$ cat src/rtl/core_pkg.sv
// Shared command-format definitions and fetch FSM state type.
package core_pkg;

  localparam int OPC_W     = 6;
  localparam logic [OPC_W-1:0] OPC_JMP = 6'b111111;

  // Field LSB positions inside a 32-bit command word
  localparam int OPC_LSB   = 26;
  localparam int R1_LSB    = 21;
  localparam int R2_LSB    = 16;
  localparam int R3_LSB    = 11;
  localparam int R4_LSB    = 6;
  localparam int FUNCT_LSB = 0;

  typedef struct packed {
    logic [5:0] opcode;
    logic [4:0] r1;
    logic [4:0] r2;
    logic [4:0] r3;
    logic [4:0] r4;
    logic [5:0] funct;
  } cmd_t;

  typedef enum logic [1:0] {
    IDLE = 2'd0,
    REQ  = 2'd1,
    WAIT = 2'd2,
    HOLD = 2'd3
  } fetch_state_t;

endpackage

$ cat src/rtl/cmd_fetch_pc.sv
// Next-PC selection: sequential increment with wrap, or jump target,
// with out-of-range jumps redirected to 0 and flagged.
module cmd_fetch_pc #(
  parameter int ADDR_W    = 4,
  parameter int MEM_DEPTH = 5
) (
  input  logic [ADDR_W-1:0] pc,
  input  logic              is_jmp,
  input  logic [ADDR_W-1:0] target,
  output logic [ADDR_W-1:0] pc_next,
  output logic              range_err
);

  // One extra bit so MEM_DEPTH == 2**ADDR_W still compares correctly
  localparam logic [ADDR_W:0]   DEPTH = (ADDR_W+1)'(MEM_DEPTH);
  localparam logic [ADDR_W-1:0] LAST  = ADDR_W'(MEM_DEPTH - 1);

  // Combinational next-PC and jump range check
  always_comb begin
    range_err = is_jmp && ({1'b0, target} >= DEPTH);
    pc_next   = '0;
    if (is_jmp)
      pc_next = range_err ? '0 : target;
    else if (pc == LAST)
      pc_next = '0;
    else
      pc_next = pc + 1'b1;
  end

endmodule

$ cat src/rtl/cmd_fetch.sv
// Command fetch sequencer: owns the PC, issues single-cycle memory
// requests, resolves JMP internally, forwards everything else downstream.
module cmd_fetch
  import core_pkg::*;
#(
  parameter int ADDR_W    = 4,
  parameter int MEM_DEPTH = 5,
  parameter int RESET_PC  = 0
) (
  input  logic              clk,
  input  logic              rst,
  input  logic              run,
  output logic              in_cmd_mem,
  output logic [ADDR_W-1:0] adr_cmd,
  input  logic              out_cmd_mem,
  input  logic [31:0]       cmd,
  output logic [31:0]       instr,
  output logic [ADDR_W-1:0] instr_pc,
  output logic              instr_valid,
  input  logic              instr_ready,
  output logic [ADDR_W-1:0] pc,
  output logic              fetch_err
);

  localparam logic [ADDR_W-1:0] PC_RST = ADDR_W'(RESET_PC);

  fetch_state_t      state;
  logic              is_jmp;
  logic [ADDR_W-1:0] target;
  logic [ADDR_W-1:0] pc_next;
  logic              range_err;

  assign is_jmp = (cmd[OPC_LSB +: OPC_W] == OPC_JMP);
  assign target = cmd[ADDR_W-1:0];

  cmd_fetch_pc #(
    .ADDR_W    (ADDR_W),
    .MEM_DEPTH (MEM_DEPTH)
  ) u_pc (
    .pc        (pc),
    .is_jmp    (is_jmp),
    .target    (target),
    .pc_next   (pc_next),
    .range_err (range_err)
  );

  // Fetch FSM; in_cmd_mem/adr_cmd are loaded on the edge that enters REQ,
  // so the request strobe is high for exactly the REQ cycle.
  always_ff @(posedge clk or posedge rst) begin
    if (rst) begin
      state       <= IDLE;
      pc          <= PC_RST;
      in_cmd_mem  <= 1'b0;
      adr_cmd     <= '0;
      instr       <= '0;
      instr_pc    <= '0;
      instr_valid <= 1'b0;
      fetch_err   <= 1'b0;
    end else begin
      case (state)
        IDLE: begin
          if (run) begin
            state      <= REQ;
            in_cmd_mem <= 1'b1;
            adr_cmd    <= pc;
          end
        end
        REQ: begin
          state      <= WAIT;
          in_cmd_mem <= 1'b0;
        end
        WAIT: begin
          if (out_cmd_mem) begin
            pc <= pc_next;
            if (!is_jmp) begin
              instr       <= cmd;
              instr_pc    <= pc;
              instr_valid <= 1'b1;
              state       <= HOLD;
            end else begin
              if (range_err) fetch_err <= 1'b1;
              // Jump retargets straight into the next request
              if (run) begin
                state      <= REQ;
                in_cmd_mem <= 1'b1;
                adr_cmd    <= pc_next;
              end else begin
                state <= IDLE;
              end
            end
          end
        end
        HOLD: begin
          if (instr_ready) begin
            instr_valid <= 1'b0;
            if (run) begin
              state      <= REQ;
              in_cmd_mem <= 1'b1;
              adr_cmd    <= pc;
            end else begin
              state <= IDLE;
            end
          end
        end
        default: state <= IDLE;
      endcase
    end
  end

endmodule
$ cat config.mk
export PLATFORM = sky130hd
export DESIGN_NAME = cmd_fetch
export DESIGN_NICKNAME = d
export VERILOG_FILES = /design/src/rtl/core_pkg.sv /design/src/rtl/cmd_fetch_pc.sv /design/src/rtl/cmd_fetch.sv
export SDC_FILE = /design/constraint.sdc
export NUM_CORES = 1
export LEC_CHECK = 0
export ABC_AREA = 1
export CAP_MARGIN = 20
export CORE_ASPECT_RATIO = 1.25
export CORE_MARGIN = 5
export CORE_UTILIZATION = 40
export DETAILED_ROUTE_END_ITERATION = 10
export GPL_TIMING_DRIVEN = 0
export PLACE_DENSITY_LB_ADDON = 0.3
export SLEW_MARGIN = 25
export SYNTH_ARGS = -nofsm -noshare
export SYNTH_HDL_FRONTEND = slang
export SYNTH_SLANG_ARGS = --single-unit
$ cat constraint.sdc
create_clock -name clk -period 1.4 [get_ports clk]
set_input_delay 0.28 -clock clk [delete_from_list [all_inputs] [get_ports clk]]
set_output_delay 0.28 -clock clk [all_outputs]
set_load 0.005 [all_outputs]
======== After elaboration in Yosys (flattened, before gate mapping) ========
Index checks and enable logic that the tools add are counted.
cells by class
  reductions and logical operators ........ 11
  muxes and demuxes ....................... 24
  equal/unequal tests ..................... 11
  bitwise gates (word level) .............. 1
  magnitude comparators ................... 1
  add/sub/neg operators ................... 1
operator list
  operator                                                                  count
  4-bit two-way mux                                                         8
  4-bit one-hot mux with 3 select lines                                     1
  2-bit inequality test (second input constant)                             5
  3-bit AND reduction                                                       3
  1-bit two-way mux                                                         8
  2-bit two-way mux                                                         4
  2-bit one-hot mux with 4 select lines                                     1
  4-bit AND reduction                                                       2
  6-bit == test (second input constant)                                     1
  5-bit AND reduction                                                       1
  4-bit by 1-bit adder with 4-bit output (second input constant)            1
  2-bit == test (second input constant)                                     2
  4-bit by 3-bit == test with 1-bit output (second input constant)          1
  4-bit by 3-bit >= comparator with 1-bit output (second input constant)    1
  1-bit one-hot mux with 4 select lines                                     1
  3-bit nonzero test                                                        1
  2-bit by 1-bit == test with 1-bit output (second input constant)          1
  2-bit zero test                                                           1
  2-bit by 1-bit inequality test with 1-bit output (second input constant)  1
  1-bit one-hot mux with 2 select lines                                     1
  2-bit AND reduction                                                       1
  2-bit nonzero test                                                        1
  1-bit logical AND                                                         1
  1-bit inverter                                                            1
word-level totals
  word-level logic and storage cells ...... 57
  bits of input ports ..................... 37
  flip-flop bits (word level) ............. 49

======== Depth between registers and ports, before layout ========
Gate-level depths: netlist (run 1).
  word-level depth ........................ 8
  mapped depth ............................ 9
  mapped depth without buffers ............ 9

======== Cells and area by module ========
From an unflattened synthesis (run 1), not the netlist that was laid out.
second synthesis, totals
  cell total of the unflattened synthesis .. 273
  area, all modules ....................... 2204.6 um^2
by module, submodules not included
  module        area an instance (um^2)  cells an instance  times used  sequential area each (um^2)
  cmd_fetch     2021.9                   235                1           1226.2
  cmd_fetch_pc  182.7                    38                 1           0.0

======== Worst setup path before layout (run 1) ========
Ideal clock, no wire load.
  path kind ............................... flip-flop to flip-flop
  start point ............................. register pc[0]
  end point ............................... register adr_cmd[3]
  slack ................................... 0.139 ns
  required time ........................... 1.335 ns
  arrival ................................. 1.196 ns
  cell stages (with the launch flop) ...... 10
  setup time .............................. 0.065 ns
  cell sequence ........................... dfrtp_1 inv_1 ha_1 nand3_1 inv_1 a21oi_1 nand3_1 nand2_1 nand2_1 nand2_1
on the way
  word-level cells in the longest chain between the ends .. 7
  elaborated cells on any way between the ends .. 8
ends and longest elaborated chain
  item                                                                                                RTL line                                RTL
  from (decl)                                                                                         cmd_fetch.sv:21                         output logic [ADDR_W-1:0] pc,
  from (signal assigned)                                                                              cmd_fetch.sv:74                         pc <= pc_next;
  4-bit by 1-bit adder with 4-bit output or 4-bit by 3-bit == test with 1-bit output (tied branches)  cmd_fetch_pc.sv:27, cmd_fetch_pc.sv:24
  4-bit two-way mux (*)                                                                               cmd_fetch_pc.sv:24                      else if (pc == LAST)
  4-bit two-way mux (*)                                                                               cmd_fetch_pc.sv:22                      if (is_jmp)
  4-bit two-way mux (*)                                                                               cmd_fetch.sv:83                         if (run) begin
  4-bit two-way mux (*)                                                                               cmd_fetch.sv:75                         if (!is_jmp) begin
  4-bit two-way mux (*)                                                                               cmd_fetch.sv:73                         if (out_cmd_mem) begin
  4-bit one-hot mux with 3 select lines (*)                                                           cmd_fetch.sv:60                         case (state)
  to (signal assigned)                                                                                cmd_fetch.sv:65                         adr_cmd <= pc;
  to (signal assigned)                                                                                cmd_fetch.sv:86                         adr_cmd <= pc_next;
  to (signal assigned)                                                                                cmd_fetch.sv:99                         adr_cmd <= pc;
  to (decl)                                                                                           cmd_fetch.sv:14                         output logic [ADDR_W-1:0] adr_cmd,
Every way passes the cells marked *; elsewhere a longest branch is shown, timed or not. The select of a mux whose other input is x is not followed.
A chain may end at the register's enable or synchronous reset.

======== Worst setup path after layout (run 1) ========
  start point ............................. input cmd[1]
  end point ............................... register pc[1]
on the way
  word-level cells in the longest chain between the ends .. 4
ends and longest elaborated chain
  item                                            RTL line            RTL
  from (decl)                                     cmd_fetch.sv:16     input logic [31:0] cmd,
  4-bit by 3-bit >= comparator with 1-bit output  cmd_fetch_pc.sv:20  range_err = is_jmp && ({1'b0, target} >= DEPTH);
  1-bit logical AND                               cmd_fetch_pc.sv:20
  4-bit two-way mux (*)                           cmd_fetch_pc.sv:23  pc_next = range_err ? '0 : target;
  4-bit two-way mux (*)                           cmd_fetch_pc.sv:22
Every way passes the cells marked *; elsewhere a longest branch is shown, timed or not.

==> results of run 1 <==
## synthesized netlist by cell type
master / instances
nand3_2: 1
o21ai_2: 5
clkbuf_8: 1
nor2_8: 1
inv_2: 5
nand3_4: 1
nor2_2: 2
o21bai_1: 1
a21oi_1: 1
nand3_1: 47
nand2_8: 1
dfrtp_1: 49
o21ai_0: 7
nand2_2: 2
nor2_1: 10
nand2_4: 1
buf_6: 6
inv_1: 13
xor2_1: 1
ha_1: 2
nand2_1: 100
buf_4: 3
inv_6: 1
nand4_1: 1
## through the flow
step                TNS (ps)  setup WS [ps]
global route          -90.50         -25.97
floorplan                  0          139.1
global placement      -25120         -438.1
CTS                        0          2.116
finish                     0          39.24
detailed placement    -19290         -461.2
## flip-flops by register name, indices dropped and copies added (netlist names)
register     count
instr           32
adr_cmd          4
instr_pc         4
instr_valid      1
in_cmd_mem       1
fetch_err        1
pc               4
state            2
## report_power, final
part           internal (mW)  switching [mW]
combinational           1.93            2.02
clock                  0.356           0.439
sequential              2.12           0.373
## final cells by class
| type | instances | share of cell area |
|---|---|---|
| tap | 64 | 0.02285 |
| multi-input combinational | 185 | 0.2745 |
| buffer | 10 | 0.03070 |
| timing repair buffer | 102 | 0.2742 |
| sequential | 49 | 0.3513 |
| clock buffer | 8 | 0.02285 |
| inverter | 19 | 0.02356 |
## cells by family after synthesis
family          Yosys count  share of synthesized area
xor+xnor                  1                   0.003826
fa+ha+maj                 2                    0.01093
flops                    49                     0.5355
compound gates           14                    0.03989
buf+inv                  29                    0.07869
simple gates            167                     0.3312
## critical path, delay by kind of cell
kind / cells / cell delay (ps)
buffers and inverters: 1 / 490
AOI/OAI and AO/OA: 1 / 70
and+or+nand+nor: 6 / 720
## repair_timing
action                                  CTS  global route
resized for setup                        60            24
cloned                                    2             0
buffers inserted                         14             3
pin swaps                                 4             8
endpoints found under the setup margin   92            43
## metal layers
metal / vias up / global-route usage / wire length, microns
met3: 7 / 0.04103 / 343
met5: - / 0 / 0
met2: 63 / 0.3029 / 3231
met4: 0 / 0.04585 / 80
li1: 1055 / - / -
met1: 993 / 0.2008 / 2552
## final timing paths
| check | start | end | depth (start not counted) |
|---|---|---|---|
| setup / recovery | cmd[1] | pc[1] | 8 |
| hold / removal | cmd[27] | instr[27] | 3 |
| setup reg to reg | pc[1] | adr_cmd[3] | 10 |
| hold reg to reg | instr[13] | instr[13] | 2 |
| max in group asynchronous | rst | state[0] | 3 |
| min in group asynchronous | rst | instr[17] | 2 |
==> impl_metrics.csv, run 1 <==
group,metric,value,unit
status,status,"completed",
layout,stdcell_count,437,
power,leakage,1.870,nW
layout,final_net_count,411,
floorplanning,die_x,77.67,microns
worst_setup_path,reg2reg_slack,100,ps
global_route,grt_pass1_vias,2124,
worst_setup_path,cp_data_required_time,1610,ps
routing,drc,0,
sta,setup_viol,0,
sta,fin_skew,5.837,ps
clocking,insertion_delay,290,ps
layout,regArea,1231,sq um
layout,design_area,3505,sq um
worst_setup_path,cpMostUsedCell,"nor2_1",
floorplanning,core,5480,sq um
routing,drtPass1Iterations,4,
global_route,grt_pass1_wl,9.970,mm
synth,ys_seq_area_frac,0.5355,
worst_setup_path,end_kind,"flop",
layout,area_delta_synth_final,53.06,%
worst_setup_path,slowest_delay,490,ps
power,vdd_drop_max,1.048,mV
routing,postRouteAntennaNets,0,
power,finalPower,7.240,mW
layout,final_cell_mix,"nand2_1 (100), dlygate4sd2_1 (50), dfrtp_1 (45), nand3_1 (42), clkdlybuf4s50_1 (29)",
floorplanning,rows,30,
worst_setup_path,critPathLaunchType,"primary input",
worst_setup_path,arrival,1570,ps
layout,mostFrequentLayoutCell,"nand2_1",
worst_setup_path,cp_cell_sequence,"clkdlybuf4s50_1 -> nor2_1 -> nor2_1 -> nor2_1 -> nand3_1 -> nand2_1 -> nand2_1 -> o21ai_0",
synth,synth_cell_type_count,24,
sta,tightest_slew,501.1,ps
placed_design,dpl.cell_count,410,
layout,multiInputGateArea,962.2,sq um
routing,drt-initial-drc-count,113,
floorplanning,die_h,94.59,microns
routing,vias_per_cell,4.847,
synth,synth_area,2290,sq um
sta,maxSlewHeadroom,0.6653,
synth,yosys.area.top_type,"dfrtp_1",
placed_design,port_buffers,83,
placed_design,hpwl,4.410,mm
clocking,cts_inserted_buffers,5,
placed_design,placed_area,3224,sq um
worst_setup_path,crit_path_max_fanout,4,
synth,ys_ff_latch,49,
sta,max_freq,0.7349,GHz
sta,min_period,1361,ps
min_path,hold_path.class,"in -> reg",
sta,whs,277.4,ps
global_route,overflow,0,
synth,synth_warnings,0,
synth,avgSynthCellArea,8.739,sq um
floorplanning,io_pins,84,
sta,hold_viol,0,
clocking,cts_root_buffer,"clkbuf_8",
power,p_per_area,2066,nW/um^2
clocking,cts_tree,"built",
routing,vias,2118,
worst_setup_path,cp_slowest_cell,"clkdlybuf4s50_1",
global_route,antenna_found_initial,0,
floorplanning,die_area,7347,sq um
routing,wl_per_cell,14.20,microns
clocking,numClockSinks,49,
clocking,clockBufferDepth,2,
layout,utilization,0.6395,
clocking,path_clk_slew,90,ps
worst_setup_path,crit_type,"in -> reg",
synth,synth.area.top_cells,"dfrtp_1 (54%), nand2_1 (16%), nand3_1 (10%)",
global_route,track_usage,0.1692,
layout,diodes,0,
synth,syn_nets,301,
sta,slew_violations,0,
routing,wirelength,6.207,mm
floorplanning,start_util,0.4178,
clocking,postCtsHoldBufs,0,
placed_design,gp_routability_congestion,0.8460,
layout,fillers,481,
synth,synth_top_cell_area_share,0.5355,
sta,final.period_utilization,0.9720,
synth,synth_cells,262,
layout,drive_above_1_share,0.2038,
run,maxCapViolCount,0,
clocking,htree_levels,2,
global_route,grt_max_degree,30,
(Power assumes the default switching activity.)
==> inputs of run 2 (changes only) <==
--- a/config.mk
+++ b/config.mk
@@ -10,6 +10,7 @@
 export CORE_ASPECT_RATIO = 1.25
 export CORE_MARGIN = 5
 export CORE_UTILIZATION = 40
+export CTS_CLUSTER_DIAMETER = 40
 export DETAILED_ROUTE_END_ITERATION = 10
 export GPL_TIMING_DRIVEN = 0
 export PLACE_DENSITY_LB_ADDON = 0.3
==> results of run 2 <==
No change in the layout: final DEF, timing and power equal those of run 1.
==> inputs of run 3 (changes only) <==
--- a/config.mk
+++ b/config.mk
@@ -5,14 +5,14 @@
 export SDC_FILE = /design/constraint.sdc
 export NUM_CORES = 1
 export LEC_CHECK = 0
-export ABC_AREA = 1
 export CAP_MARGIN = 20
 export CORE_ASPECT_RATIO = 1.25
 export CORE_MARGIN = 5
-export CORE_UTILIZATION = 40
+export CORE_UTILIZATION = 39
 export CTS_CLUSTER_DIAMETER = 40
 export DETAILED_ROUTE_END_ITERATION = 10
 export GPL_TIMING_DRIVEN = 0
+export MAX_ROUTING_LAYER = met4
 export PLACE_DENSITY_LB_ADDON = 0.3
 export SLEW_MARGIN = 25
 export SYNTH_ARGS = -nofsm -noshare
==> run 3 against run 2 <==
The flow now finishes with violations (negative setup slack). Global-route usage rose by 0.43 points. Non-clock buffer count rose by 16. Clock power rose by 7.9%. Combinational power rose by 14%. First-iteration DRC count rose by 18%. Largest power group unchanged. Via count fell by 13%. Routed wire length fell by 1.1%. Worst setup slack got worse by 200 ps. Sequential cell count did not move.
==> impl_metrics.csv, run 3 <==
group,metric,value,unit
floorplanning,die_x,77.31,microns
synth,syn_nets,202,
synth,ys_ff_latch,49,
synth,async_flop_share,1.000,
synth,synth_warnings,0,
sta,slew_violations,0,
layout,final_net_count,332,
synth,avgSynthCellArea,13.55,sq um
floorplanning,die_h,94.13,microns
worst_setup_path,regToRegStartpoint,"state[0]",
sta,max_freq,0.6407,GHz
worst_setup_path,ff2ff_path_depth,7,
run,maxCapViolCount,0,
worst_setup_path,cp_data_required_time,1600,ps
routing,wl_per_cell,17.19,microns
sta,postLayoutSetupSlackWorst,-160.8,ps
power,intPower,5.366,mW
global_route,grt_pass1_vias,1941,
placed_design,port_buffers,83,
worst_setup_path,path_delay_family,"buffers and inverters",
status,status,"complete, but fails checks",
worst_setup_path,arrival,1760,ps
sta,min_period,1561,ps
clocking,numClockSinks,49,
global_route,antenna_found_initial,0,
power,leakage,1.817,nW
sta,hold_viol,0,
worst_setup_path,crit_type,"reg -> reg",
worst_setup_path,slowest_delay,440,ps
layout,largest_reg_flops,32,
routing,postRouteAntennaNets,0,
sta,final.period_utilization,1.115,
sta,fin_skew,8.045,ps
clocking,htree_levels,2,
worst_setup_path,end_kind,"flop",
worst_setup_path,crit_path_max_fanout,5,
layout,mostFrequentLayoutCell,"dlygate4sd2_1",
min_path,whs_path_depth,2,
worst_setup_path,reg2reg_slack,-160,ps
floorplanning,die_area,7277,sq um
placed_design,gp_routability_congestion,0.8398,
worst_setup_path,rr_endpoint,"instr[30]",
global_route,overflow,0,
sta,setup_viol,40,
sta,setup_tns,-2807,ps
floorplanning,start_util,0.4030,
placed_design,hpwl,3.908,mm
floorplanning,core,5480,sq um
layout,diodes,0,
sta,rsz0062_at_grt,"true",
routing,drt-initial-drc-count,133,
power,vdd_drop_max,1.046,mV
min_path,worstHoldEndpoint,"instr[3]",
worst_setup_path,cpMostUsedCell,"buf_12",
power,power_frac_clock,0.109,
layout,utilization,0.6856,
synth,ys.flop_type,"dfrtp_1",
clocking,insertion_delay,310,ps
min_path,min-delay-start,"cmd[3]",
worst_setup_path,critPathLaunchType,"flop",
synth,synth_area,2208,sq um
routing,wirelength,6.136,mm
floorplanning,rows,30,
layout,regMostFlops,"instr",
worst_setup_path,cp_slowest_cell,"dfrtp_2",
power,p_sw,2.528,mW
power,p_per_area,2101,nW/um^2
routing,vias_per_cell,5.157,
clocking,cts_tree,"built",
min_path,hold_path.class,"in -> reg",
status,failed_checks,"negative setup slack",
power,switching_share,0.3202,
synth,synth.area.top_cells,"dfrtp_1 (56%), mux2_4 (18%), mux2_2 (4.6%)",
power,seqPwrFrac,0.321,
routing,drc,0,
routing,drtPass1Iterations,4,
synth,yosys.area.top_type,"dfrtp_1",
synth,synth_edf_count,0,
sta,maxSlewHeadroom,0.5625,
synth,synth_top_cell_area_share,0.5552,
global_route,grt_pass1_wl,9.687,mm
clocking,cts_root_buffer,"clkbuf_8",
clocking,path_clk_slew,90,ps
routing,vias,1841,
synth,ys_seq_area_frac,0.5552,
global_route,grt_max_degree,30,
floorplanning,io_pins,84,
worst_setup_path,cp_cell_sequence,"nor2b_4 -> buf_6 -> nand3_4 -> buf_12 -> buf_12 -> buf_12 -> mux2_4",
clocking,cts_inserted_buffers,5,
synth,synth_cells,163,
worst_setup_path,crit_buf_inv,4,
layout,final_cell_mix,"dlygate4sd2_1 (54), dfrtp_1 (44), buf_4 (29), mux2_4 (28), clkdlybuf4s50_1 (26)",
layout,area_delta_synth_final,70.14,%
synth,ys_top_cells_by_count,"dfrtp_1 (49), mux2_4 (26), o21ai_0 (13), nand2_1 (11), mux2_2 (9)",
clocking,clockBufferDepth,2,
sta,tightest_slew,654.8,ps
layout,drive_above_1_share,0.4027,
synth,yosysMostFrequentCell,"dfrtp_1",
synth,synth_cell_type_count,34,
global_route,track_usage,0.1735,
power,pwr-share-comb,0.571,
power,finalPower,7.894,mW
run 3: layer usage:
metal | track usage | routed length [microns]
met5 | - | 0
met4 | 0.05874 | 79
met3 | 0.04702 | 392
met2 | 0.2858 | 3111
met1 | 0.2050 | 2552
run 3: power groups by stage:
stage,registers [mW],clock network [mW],logic (mW)
4_1_cts,2.52,0.880,4.12
2_1_floorplan,2.63,0,1.66
3_3_place_gp,2.60,0,3.46
5_1_grt,2.63,0.954,4.83
6_report,2.53,0.858,4.51
3_5_place_dp,2.63,0,3.51
run 3: cells by family after synthesis:
kind of cell / share of synthesized area
AO/OA/AOI/OAI: 0.1020
adder cells (fa/ha/maj): 0.01133
buffers and inverters: 0.03399
flip-flops: 0.5552
multiplexers: 0.2227
AND/OR/NAND/NOR: 0.07480
run 3: how the worst max path moves through the flow:
stage / end / start / slack (ps) / cells after the start
final: instr[30] / state[0] / -160 / 7
after global routing: instr[25] / state[0] / -190 / 7
after CTS: instr[30] / state[0] / -150 / 7
after detailed placement: instr[23] / cmd[29] / -750 / 6
after global placement: instr[4] / cmd[29] / -720 / 6
after floorplan: instr[0] / state[1] / -30 / 5
run 3: worst reg2reg max path: stages (launching register included):
cell	delay [ps]
dfrtp_2	440
nor2b_4	110
buf_6	120
nand3_4	90
buf_12	160
buf_12	120
buf_12	120
mux2_4	290
run 3: layout make-up:
class / instances / area, sq um
clock buffer: 6 / 82.58
clock inverter: 1 / 7.507
timing repair buffer: 123 / 1177
fill: 393 / 1723
inverter: 7 / 30.03
tap: 64 / 80.08
multi-input combinational: 102 / 1076
sequential: 49 / 1232
buffer: 5 / 71.32
run 3: timing repair:
item,4_1_cts,5_1_grt
setup buffers,29,9
setup endpoints to repair,92,43
pin swaps,10,4
gates cloned,2,0
gates resized for setup,92,20
hold buffers,0,0
run 3: metrics by stage:
| stage | hold slack (ps) | cell area (sq um) | worst slack (ps) | std cells |
|---|---|---|---|---|
| after floorplan | 316.0 | 2225 | -27.97 | 163 |
| after detailed placement | 478.5 | 3163 | -749.0 | 311 |
| after global routing | 340.8 | 3757 | -187.1 | 357 |
| after global placement | 467.4 | 3136 | -724.7 | 310 |
| final | 321.8 | 3757 | -160.8 | 357 |
| after CTS | 376.6 | 3620 | -147.4 | 349 |
